$ cat src/rtl/uart_pkg.sv
// Shared UART definitions: FSM state encoding and line-level bit constants
// used by both the receive and transmit sides.
package uart_pkg;

    typedef enum logic [2:0] {
        IDLE,
        START,
        DATA,
        PARITY,
        STOP
    } uart_state_t;

    localparam logic START_BIT = 1'b0;
    localparam logic STOP_BIT  = 1'b1;
    localparam logic PAR_EVEN  = 1'b0;
    localparam logic PAR_ODD   = 1'b1;

endpackage

$ cat src/rtl/rx_data_sampler.sv
// Captures RX_IN three times around the bit centre and majority-votes the
// result; the vote stays valid until the next bit's first capture.
module rx_data_sampler #(
    parameter int PRESCALE_W = 6
) (
    input  logic                  CLK,
    input  logic                  RST,
    input  logic                  RX_IN,
    input  logic [PRESCALE_W-1:0] PRESCALE,
    input  logic [PRESCALE_W-1:0] edge_cnt,
    output logic                  sampled_bit,
    output logic                  sample_done
);

    logic [PRESCALE_W-1:0] half;
    logic [2:0]            samples_q;
    logic [2:0]            samples_d;

    assign half = PRESCALE >> 1;

    always_comb begin
        samples_d = samples_q;
        if (edge_cnt == half - 1'b1) begin
            samples_d[0] = RX_IN;
        end
        if (edge_cnt == half) begin
            samples_d[1] = RX_IN;
        end
        if (edge_cnt == half + 1'b1) begin
            samples_d[2] = RX_IN;
        end
    end

    always_ff @(posedge CLK or negedge RST) begin
        if (!RST) begin
            samples_q <= 3'b111;
        end else begin
            samples_q <= samples_d;
        end
    end

    assign sampled_bit = (samples_q[0] & samples_q[1]) |
                         (samples_q[0] & samples_q[2]) |
                         (samples_q[1] & samples_q[2]);
    assign sample_done = (edge_cnt == half + PRESCALE_W'(2));

endmodule

$ cat src/rtl/uart_rx.sv
// UART receiver: oversampled start detection, LSB-first deserialisation,
// optional parity and stop-bit checks with one-cycle result strobes.
module uart_rx
    import uart_pkg::*;
#(
    parameter int DATA_LENGTH = 8,
    parameter int PRESCALE_W  = 6
) (
    input  logic                   CLK,
    input  logic                   RST,
    input  logic                   RX_IN,
    input  logic [PRESCALE_W-1:0]  PRESCALE,
    input  logic                   PAR_EN,
    input  logic                   PAR_TYP,
    output logic [DATA_LENGTH-1:0] P_DATA,
    output logic                   DATA_VALID,
    output logic                   PAR_ERR,
    output logic                   STP_ERR
);

    localparam int BW = (DATA_LENGTH > 1) ? $clog2(DATA_LENGTH) : 1;

    uart_state_t            state_q, state_d;
    logic [PRESCALE_W-1:0]  edge_cnt_q, edge_cnt_d;
    logic [BW-1:0]          bit_cnt_q, bit_cnt_d;
    logic [DATA_LENGTH-1:0] shift_q, shift_d;
    logic [DATA_LENGTH-1:0] p_data_q, p_data_d;
    logic                   data_valid_q, data_valid_d;
    logic                   par_err_q, par_err_d;
    logic                   stp_err_q, stp_err_d;
    logic                   par_en_q, par_en_d;
    logic                   par_typ_q, par_typ_d;
    logic                   par_bad_q, par_bad_d;
    logic                   sampled_bit;
    logic                   sample_done;
    logic                   bit_end;

    rx_data_sampler #(
        .PRESCALE_W (PRESCALE_W)
    ) u_sampler (
        .CLK         (CLK),
        .RST         (RST),
        .RX_IN       (RX_IN),
        .PRESCALE    (PRESCALE),
        .edge_cnt    (edge_cnt_q),
        .sampled_bit (sampled_bit),
        .sample_done (sample_done)
    );

    assign bit_end = (edge_cnt_q == PRESCALE - 1'b1);

    always_comb begin
        state_d      = state_q;
        edge_cnt_d   = (state_q == IDLE || bit_end) ? '0 : edge_cnt_q + 1'b1;
        bit_cnt_d    = bit_cnt_q;
        shift_d      = shift_q;
        p_data_d     = p_data_q;
        data_valid_d = 1'b0;
        par_err_d    = 1'b0;
        stp_err_d    = 1'b0;
        par_en_d     = par_en_q;
        par_typ_d    = par_typ_q;
        par_bad_d    = par_bad_q;

        case (state_q)
            IDLE: begin
                if (RX_IN == START_BIT) begin
                    state_d   = START;
                    bit_cnt_d = '0;
                    par_en_d  = PAR_EN;
                    par_typ_d = PAR_TYP;
                    par_bad_d = 1'b0;
                end
            end
            START: begin
                // A start bit that does not survive the vote was line noise
                if (sample_done && sampled_bit != START_BIT) begin
                    state_d    = IDLE;
                    edge_cnt_d = '0;
                end else if (bit_end) begin
                    state_d = DATA;
                end
            end
            DATA: begin
                if (bit_end) begin
                    shift_d = {sampled_bit, shift_q[DATA_LENGTH-1:1]};
                    if (bit_cnt_q == BW'(DATA_LENGTH - 1)) begin
                        bit_cnt_d = '0;
                        state_d   = par_en_q ? PARITY : STOP;
                    end else begin
                        bit_cnt_d = bit_cnt_q + 1'b1;
                    end
                end
            end
            PARITY: begin
                if (bit_end) begin
                    par_bad_d = sampled_bit != (^shift_q ^ (par_typ_q == PAR_ODD));
                    state_d   = STOP;
                end
            end
            STOP: begin
                if (bit_end) begin
                    stp_err_d = (sampled_bit != STOP_BIT);
                    par_err_d = par_bad_q;
                    if (sampled_bit == STOP_BIT && !par_bad_q) begin
                        p_data_d     = shift_q;
                        data_valid_d = 1'b1;
                    end
                    // A low line here is the next frame's start bit
                    if (RX_IN == START_BIT) begin
                        state_d   = START;
                        par_en_d  = PAR_EN;
                        par_typ_d = PAR_TYP;
                        par_bad_d = 1'b0;
                    end else begin
                        state_d = IDLE;
                    end
                end
            end
            default: begin
                state_d    = IDLE;
                edge_cnt_d = '0;
            end
        endcase
    end

    always_ff @(posedge CLK or negedge RST) begin
        if (!RST) begin
            state_q      <= IDLE;
            edge_cnt_q   <= '0;
            bit_cnt_q    <= '0;
            shift_q      <= '0;
            p_data_q     <= '0;
            data_valid_q <= 1'b0;
            par_err_q    <= 1'b0;
            stp_err_q    <= 1'b0;
            par_en_q     <= 1'b0;
            par_typ_q    <= PAR_EVEN;
            par_bad_q    <= 1'b0;
        end else begin
            state_q      <= state_d;
            edge_cnt_q   <= edge_cnt_d;
            bit_cnt_q    <= bit_cnt_d;
            shift_q      <= shift_d;
            p_data_q     <= p_data_d;
            data_valid_q <= data_valid_d;
            par_err_q    <= par_err_d;
            stp_err_q    <= stp_err_d;
            par_en_q     <= par_en_d;
            par_typ_q    <= par_typ_d;
            par_bad_q    <= par_bad_d;
        end
    end

    assign P_DATA     = p_data_q;
    assign DATA_VALID = data_valid_q;
    assign PAR_ERR    = par_err_q;
    assign STP_ERR    = stp_err_q;

endmodule

$ cat config.mk
export PLATFORM = sky130hd
export DESIGN_NAME = uart_rx
export DESIGN_NICKNAME = d
export VERILOG_FILES = /design/src/rtl/uart_pkg.sv /design/src/rtl/rx_data_sampler.sv /design/src/rtl/uart_rx.sv
export SDC_FILE = /design/constraint.sdc
export NUM_CORES = 1
export LEC_CHECK = 0
export CAP_MARGIN = 20
export CELL_PAD_IN_SITES_DETAIL_PLACEMENT = 1
export CELL_PAD_IN_SITES_GLOBAL_PLACEMENT = 2
export CORE_MARGIN = 2
export CORE_UTILIZATION = 37
export DETAILED_ROUTE_END_ITERATION = 16
export PLACE_DENSITY = 0.8
export SYNTH_ARGS = -nofsm -noshare
export SYNTH_HDL_FRONTEND = slang
export SYNTH_HIERARCHICAL = 1
export SYNTH_SLANG_ARGS = --single-unit
export TNS_END_PERCENT = 10
$ cat constraint.sdc
create_clock -name CLK -period 2.7 [get_ports CLK]
set_clock_uncertainty 0.15 [all_clocks]
set_input_delay 0.54 -clock CLK [delete_from_list [all_inputs] [get_ports CLK]]
set_output_delay 0.54 -clock CLK [all_outputs]
set_load 0.05 [all_outputs]
After elaboration in Yosys (flattened, before gate mapping)
Cells that the tools add are included.
- flip-flop bits (word level): 37
- input bits: 11
- output and inout bits: 11
- logic and storage cells: 94
- add/subtract/negate cells: 6
- equal/unequal tests: 17
- muxes and demuxes: 34
- bitwise operators: 7
- reduce and logical (&&, ||, !) cells: 16
- operators with widths (kind ; number):
    2-to-1 mux 3 bit ; 11
    == test 6 bit ; 4
    2-to-1 mux 1 bit ; 15
    one-hot mux 3 bit (5 select lines) ; 1
    2-to-1 mux 6 bit ; 2
    one-hot mux 6 bit (2 select lines) ; 1
    inequality test 2 bit (second input constant) ; 5
    AND reduction 3 bit ; 3
    parity 8 bit ; 1
    adder 5 x 1 -> 6 bit (second input constant) ; 1
    adder 5 x 2 -> 6 bit (second input constant) ; 1
    adder 6 x 1 -> 6 bit (second input constant) ; 1
    == test 3 x 2 -> 1 bit (second input constant) ; 2
    == test 3 bit (second input constant) ; 2
    == test 6 x 5 -> 1 bit ; 1
    one-hot mux 3 bit (2 select lines) ; 1
    AND reduction 6 bit ; 1
    subtractor 5 x 1 -> 6 bit (second input constant) ; 1
    subtractor 6 x 1 -> 6 bit (second input constant) ; 1
    one-hot mux 1 bit (2 select lines) ; 2
    AND reduction 2 bit ; 2
    nonzero test 2 bit ; 2
    OR reduction 4 bit ; 1
    adder 3 x 1 -> 3 bit (second input constant) ; 1
    13 further kinds ; 17

Depth between registers and ports, before layout
- word-level depth: 7
- mapped depth: 11
- depth with buffers taken out: 11

Modules after synthesis
Netlist, hierarchy kept.
- modules (own cells, without submodules) (module ; times used ; cells each ; area an instance (um^2) ; sequential area each (um^2)):
    uart_rx ; 1 ; 158 ; 1824.2 ; 850.8
    rx_data_sampler ; 1 ; 66 ; 519.2 ; 78.8

Least setup slack after synthesis
Ideal clock, no wire load.
- kind: input to register
- start: input PRESCALE[0]
- end: register shift_q[0]
- setup time: 0.125 ns
- data arrival time: 2.294 ns
- required time: 2.425 ns
- path slack: 0.131 ns
- cell stages on the path: 9
- buffers on the path: 1
- cells stage by stage: inv_1 -> ha_1 -> nor2b_1 -> or3_1 -> a31o_2 -> nor3_2 -> and2_1 -> buf_6 -> mux2_4
- cells in the longest elaborated chain, start to end: 3
- RTL lines (item ; RTL line ; text):
    start, declared ; uart_rx.sv:12 ; input logic [PRESCALE_W-1:0] PRESCALE,
    subtractor 6 x 1 -> 6 bit ; uart_rx.sv:50 ; assign bit_end = (edge_cnt_q == PRESCALE - 1'b1);
    == test 6 bit ; uart_rx.sv:50 ;
    AND reduction 2 bit (no line) ; - ;
    end signal, assigned ; uart_rx.sv:144 ; shift_q <= shift_d;
    end, declared ; uart_rx.sv:26 ; logic [DATA_LENGTH-1:0] shift_q, shift_d;
Every way passes these cells.
A chain may end at the register's enable or synchronous reset.

Worst setup path after layout
- start: input PRESCALE[1]
- end: register shift_q[7]
Same word-level chain as after synthesis.

==> results by stage <==
Synth:
- The sequential fraction of the synthesis area is between 30% and 40%.
- The share of cell area taken by muxes after synthesis is between 10% and 20%.
- The post-synth net total is 243.
- After synthesis, the mean cell area works out to around 10 um^2.
- The number of synthesized flops with an enable pin is 0.
- The cell count after synthesis came out at 224.
- The number of distinct library cells after synthesis is 52.
- For this run, asynchronously set or reset flops after synthesis account for 100%.
- The combinational family with the most area after synthesis is simple AND/OR/NAND/NOR gates.
- The dominant synthesized flop cell is sky130_fd_sc_hd__dfrtp_1.
- The synthesized netlist devotes between 10 and 15% of its cell area to compound gates.
- Of the total synthesized cell area, the portion taken by full adders, half adders and majority gates is 4.70%.
- The cell area that synthesis handed to floorplanning was approximately 2300 um^2.
- Summing the areas of all and, or, nand and nor instances in the mapped netlist gives 15.5% of the synthesized area.
- Synthesis inferred 37 register bits.
- The count of warnings emitted by yosys is 6.
- The parity-gate share of the synthesized area counting xor and xnor cells is 12.3%.

Layout:
- The storage element area is roughly 930 um^2.
- The number of inserted diodes is 0.
- Summing all multi-input logic gate instances after layout gives 1400 um^2.
- Leaving out filler cells and counting taps, the final layout contains between 300 and 400.
- The layout has 687 filler cells.
- Cells with a size suffix above 1 make up 26.0% of the layout.
- The count of nets after finishing is 295.
- The fraction of the core area covered by cells at the end of the flow is 49.7%.
- From synthesis to final layout, the design area changed by 27.8%.

Placed design:
- The number of buffer cells added on primary ports is 21.
- The routability-driven placement congestion ratio is 0.787.
- The final HPWL from detailed placement is 4.22 mm.
- The number of placed instances, taps included is about 350.

Floorplan:
- The cell row count is 28.
- The die footprint is about 7000 um^2.
- The die is 83.6 um tall.
- The floorplan core area is 6030 um^2.
- During I/O placement, the number of pins put on the boundary was 22.
- The horizontal die dimension is 83.6 um.
- For this configuration, the core starts out at a cell density of around two fifths.

Worst setup path:
- The setup check on the worst reg-to-reg path leaves a slack of 0.35 ns.
- STA classifies the critical path endpoint as a flip-flop.
- For the worst setup path, the data required time is 2.71 ns.
- The type of element launching the critical path is an input pin.
- The arrival time at the worst endpoint is 2.61 ns.
- The critical path in this run is classified as in2reg.
- The maximum fanout along the worst path is 8.

Routing:
- The routed design has 5.55 mm of wire.
- The first routing iteration left 56 violations.
- The post-route antenna net violation count is 0.
- Detailed routing inserted a total of 1815 vias.
- The number of remaining DRC errors is 0.
- The wire length per cell after detailed routing is 15.8 um.
- The via density per instance is around 5.2.
- The first detailed-routing pass took 4 iterations.

Timing:
- The hold violation count in the final report is 0.
- The upper clock frequency limit is 0.384 GHz.
- The measured slew at the worst slew-check pin is 0.813 ns.
- The final clock period utilization by the worst path is 96.4%.
- The count of final setup violators is 0.
- The shortest clock period the worst path allows after layout is 2.60 ns.
- In this run the tightest slew margin relative to its limit is 45.8%.
- The final count of pins violating max slew is 0.

Clocking:
- The number of H-tree branching levels is 2.
- The number of clock sinks is 37.
- The root buffer cell chosen for the clock tree is sky130_fd_sc_hd__clkbuf_8.
- The clock network latency to the later pin of the worst-skew pair is 0.28 ns.
- The TritonCTS buffer count is 5.
- TritonCTS built the clock tree.
- The count of buffers added by post-CTS timing repair for setup is 0.
- The clock slew at the register clock pins of the worst setup and hold paths is 0.08 ns.
- The maximum buffer depth of the clock tree is 2.
- The number of hold buffers added after CTS is 0.

Global routing:
- The first global-routing pass estimated 9.23 mm of wire.
- Global routing finished with a remaining overflow of 0.
- The number of antenna violations at the first check in global routing is 0.
- Entering global routing, the biggest net connects 38 pins.
- The via count of the first global-routing pass is about 1900.
- The global router's overall resource usage is 16.3%.

Status:
- The run finished with clean final reports.

Power:
- The power density over cell area is 737 nW/um^2.
- The leakage power total is 1.39 nW.
- The worst-case IR drop observed on VDD is 392 uV.

Min path:
- The worst hold path belongs to the class in2async.

Run:
- The max-cap check violation count is 0.
==> routing by layer <==
metal	global-route usage, %	part of all wire [%]	up-vias
met5	0	0	-
met4	3.08	0.72	0
met3	3.26	1.8	4
met2	27.6	47	15
met1	21.7	50	896
li1	-	-	900
==> critical path, stage by stage <==
cell                            delay (ns)
sky130_fd_sc_hd__dlygate4sd2_1        0.26
sky130_fd_sc_hd__or4_4                0.56
sky130_fd_sc_hd__nor3_4               0.18
sky130_fd_sc_hd__o2111ai_4            0.21
sky130_fd_sc_hd__nor3_4               0.26
sky130_fd_sc_hd__and2_4               0.28
sky130_fd_sc_hd__mux2_4               0.31
==> report_power, final <==
part / internal, mW / switching (mW)
logic: 0.442 / 0.454
registers: 0.666 / 0.155
clock network: 0.301 / 0.190
==> layout make-up <==
type / count / share of cell area [%]
sequential: 37 / 31.0
timing repair buffer: 49 / 13.8
clock buffer: 7 / 2.88
clock inverter: 1 / 1.00
multi-input combinational: 172 / 46.8
tap: 75 / 3.13
inverter: 11 / 1.38
==> final timing paths <==
path	startpoint	end	cells after the start
worst max register to register	edge_cnt_q[5]$_DFF_PN0_	shift_q[7]$_DFFE_PN0P_	6
worst min register to register	P_DATA[2]$_DFFE_PN0P_	P_DATA[2]$_DFFE_PN0P_	1
min in group CLK	P_DATA[2]$_DFFE_PN0P_	P_DATA[2]$_DFFE_PN0P_	1
worst min-delay path	RST	P_DATA[3]$_DFFE_PN0P_	1
worst max-delay path	PRESCALE[1]	shift_q[7]$_DFFE_PN0P_	7
max in group asynchronous	RST	P_DATA[4]$_DFFE_PN0P_	1
==> timing repair <==
item,4_1_cts,5_1_grt
endpoints found under the setup margin,26,22
resized for setup,10,7
gates cloned,0,1
pin swaps,4,3
hold endpoints to repair,0,0
==> cell usage in the layout, fill, tap and decap left out, types with 6 or more instances in the layout <==
| cell | n |
|---|---|
| sky130_fd_sc_hd__xnor2_1 | 19 |
| sky130_fd_sc_hd__o21ai_0 | 9 |
| sky130_fd_sc_hd__mux2_2 | 9 |
| sky130_fd_sc_hd__nand2_1 | 13 |
| sky130_fd_sc_hd__clkbuf_8 | 6 |
| sky130_fd_sc_hd__nand3_1 | 10 |
| sky130_fd_sc_hd__nor2_1 | 20 |
| sky130_fd_sc_hd__ha_1 | 8 |
| sky130_fd_sc_hd__buf_4 | 28 |
| sky130_fd_sc_hd__xor2_1 | 11 |
| sky130_fd_sc_hd__inv_1 | 11 |
| sky130_fd_sc_hd__mux2_4 | 10 |
| sky130_fd_sc_hd__clkdlybuf4s50_1 | 14 |
| sky130_fd_sc_hd__dfrtp_1 | 34 |
==> state kept, by name (all words and copies together), names as in the netlist <==
| signal | cells |
|---|---|
| PAR_ERR | 1 |
| bit_cnt_q | 3 |
| u_sampler/samples_q | 3 |
| DATA_VALID | 1 |
| par_typ_q | 1 |
| shift_q | 8 |
| state_q | 3 |
| par_en_q | 1 |
| STP_ERR | 1 |
| par_bad_q | 1 |
| edge_cnt_q | 6 |
| P_DATA | 8 |
==> cells by family (layout without fill, tap and decap cells) <==
kind of cell | after synthesis | count (layout)
AND/OR/NAND/NOR | 69 | 70
AO/OA/AOI/OAI | 38 | 38
flip-flops | 37 | 37
XOR/XNOR | 32 | 32
multiplexers | 23 | 23
buffers and inverters | 16 | 68
adder cells (fa/ha/maj) | 9 | 9
==> cell usage after synthesis, drive strengths merged (2+ instances only) <==
cell type   n  area (um^2)
xnor2      21          191
o31ai       2         15.0
clkbuf      4         15.0
and3b       2         17.5
dfrtp      34          851
nor3        6         45.0
o21ai      12         63.8
a21oi       2         10.0
nand2      13         48.8
mux2       22          285
o2111ai     2         35.0
o22ai       4         25.0
a31oi       3         18.8
dfstp       3         78.8
nand3      11         60.1
ha          8          100
nor2b       3         18.8
inv        11         41.3
a211o       2         17.5
and2        2         12.5
and3        3         18.8
nand2b      3         18.8
nor2       20         75.1
xor2       11         96.3
==> through the flow <==
step	area, um^2	hold WS (ns)	TNS, ns	worst slack [ns]	total power [mW]
2_1_floorplan	2340	0.0944	0	0.131	1.38
3_3_place_gp	2860	0.333	-12.27	-0.461	1.68
3_5_place_dp	2860	0.339	-14.00	-0.511	1.70
4_1_cts	2980	0.223	0	0.0323	2.21
5_1_grt	3000	0.236	-0.000163	-0.000163	2.38
6_report	3000	0.189	0	0.0977	2.21
No activity file was read; power rests on OpenSTA's default activity.
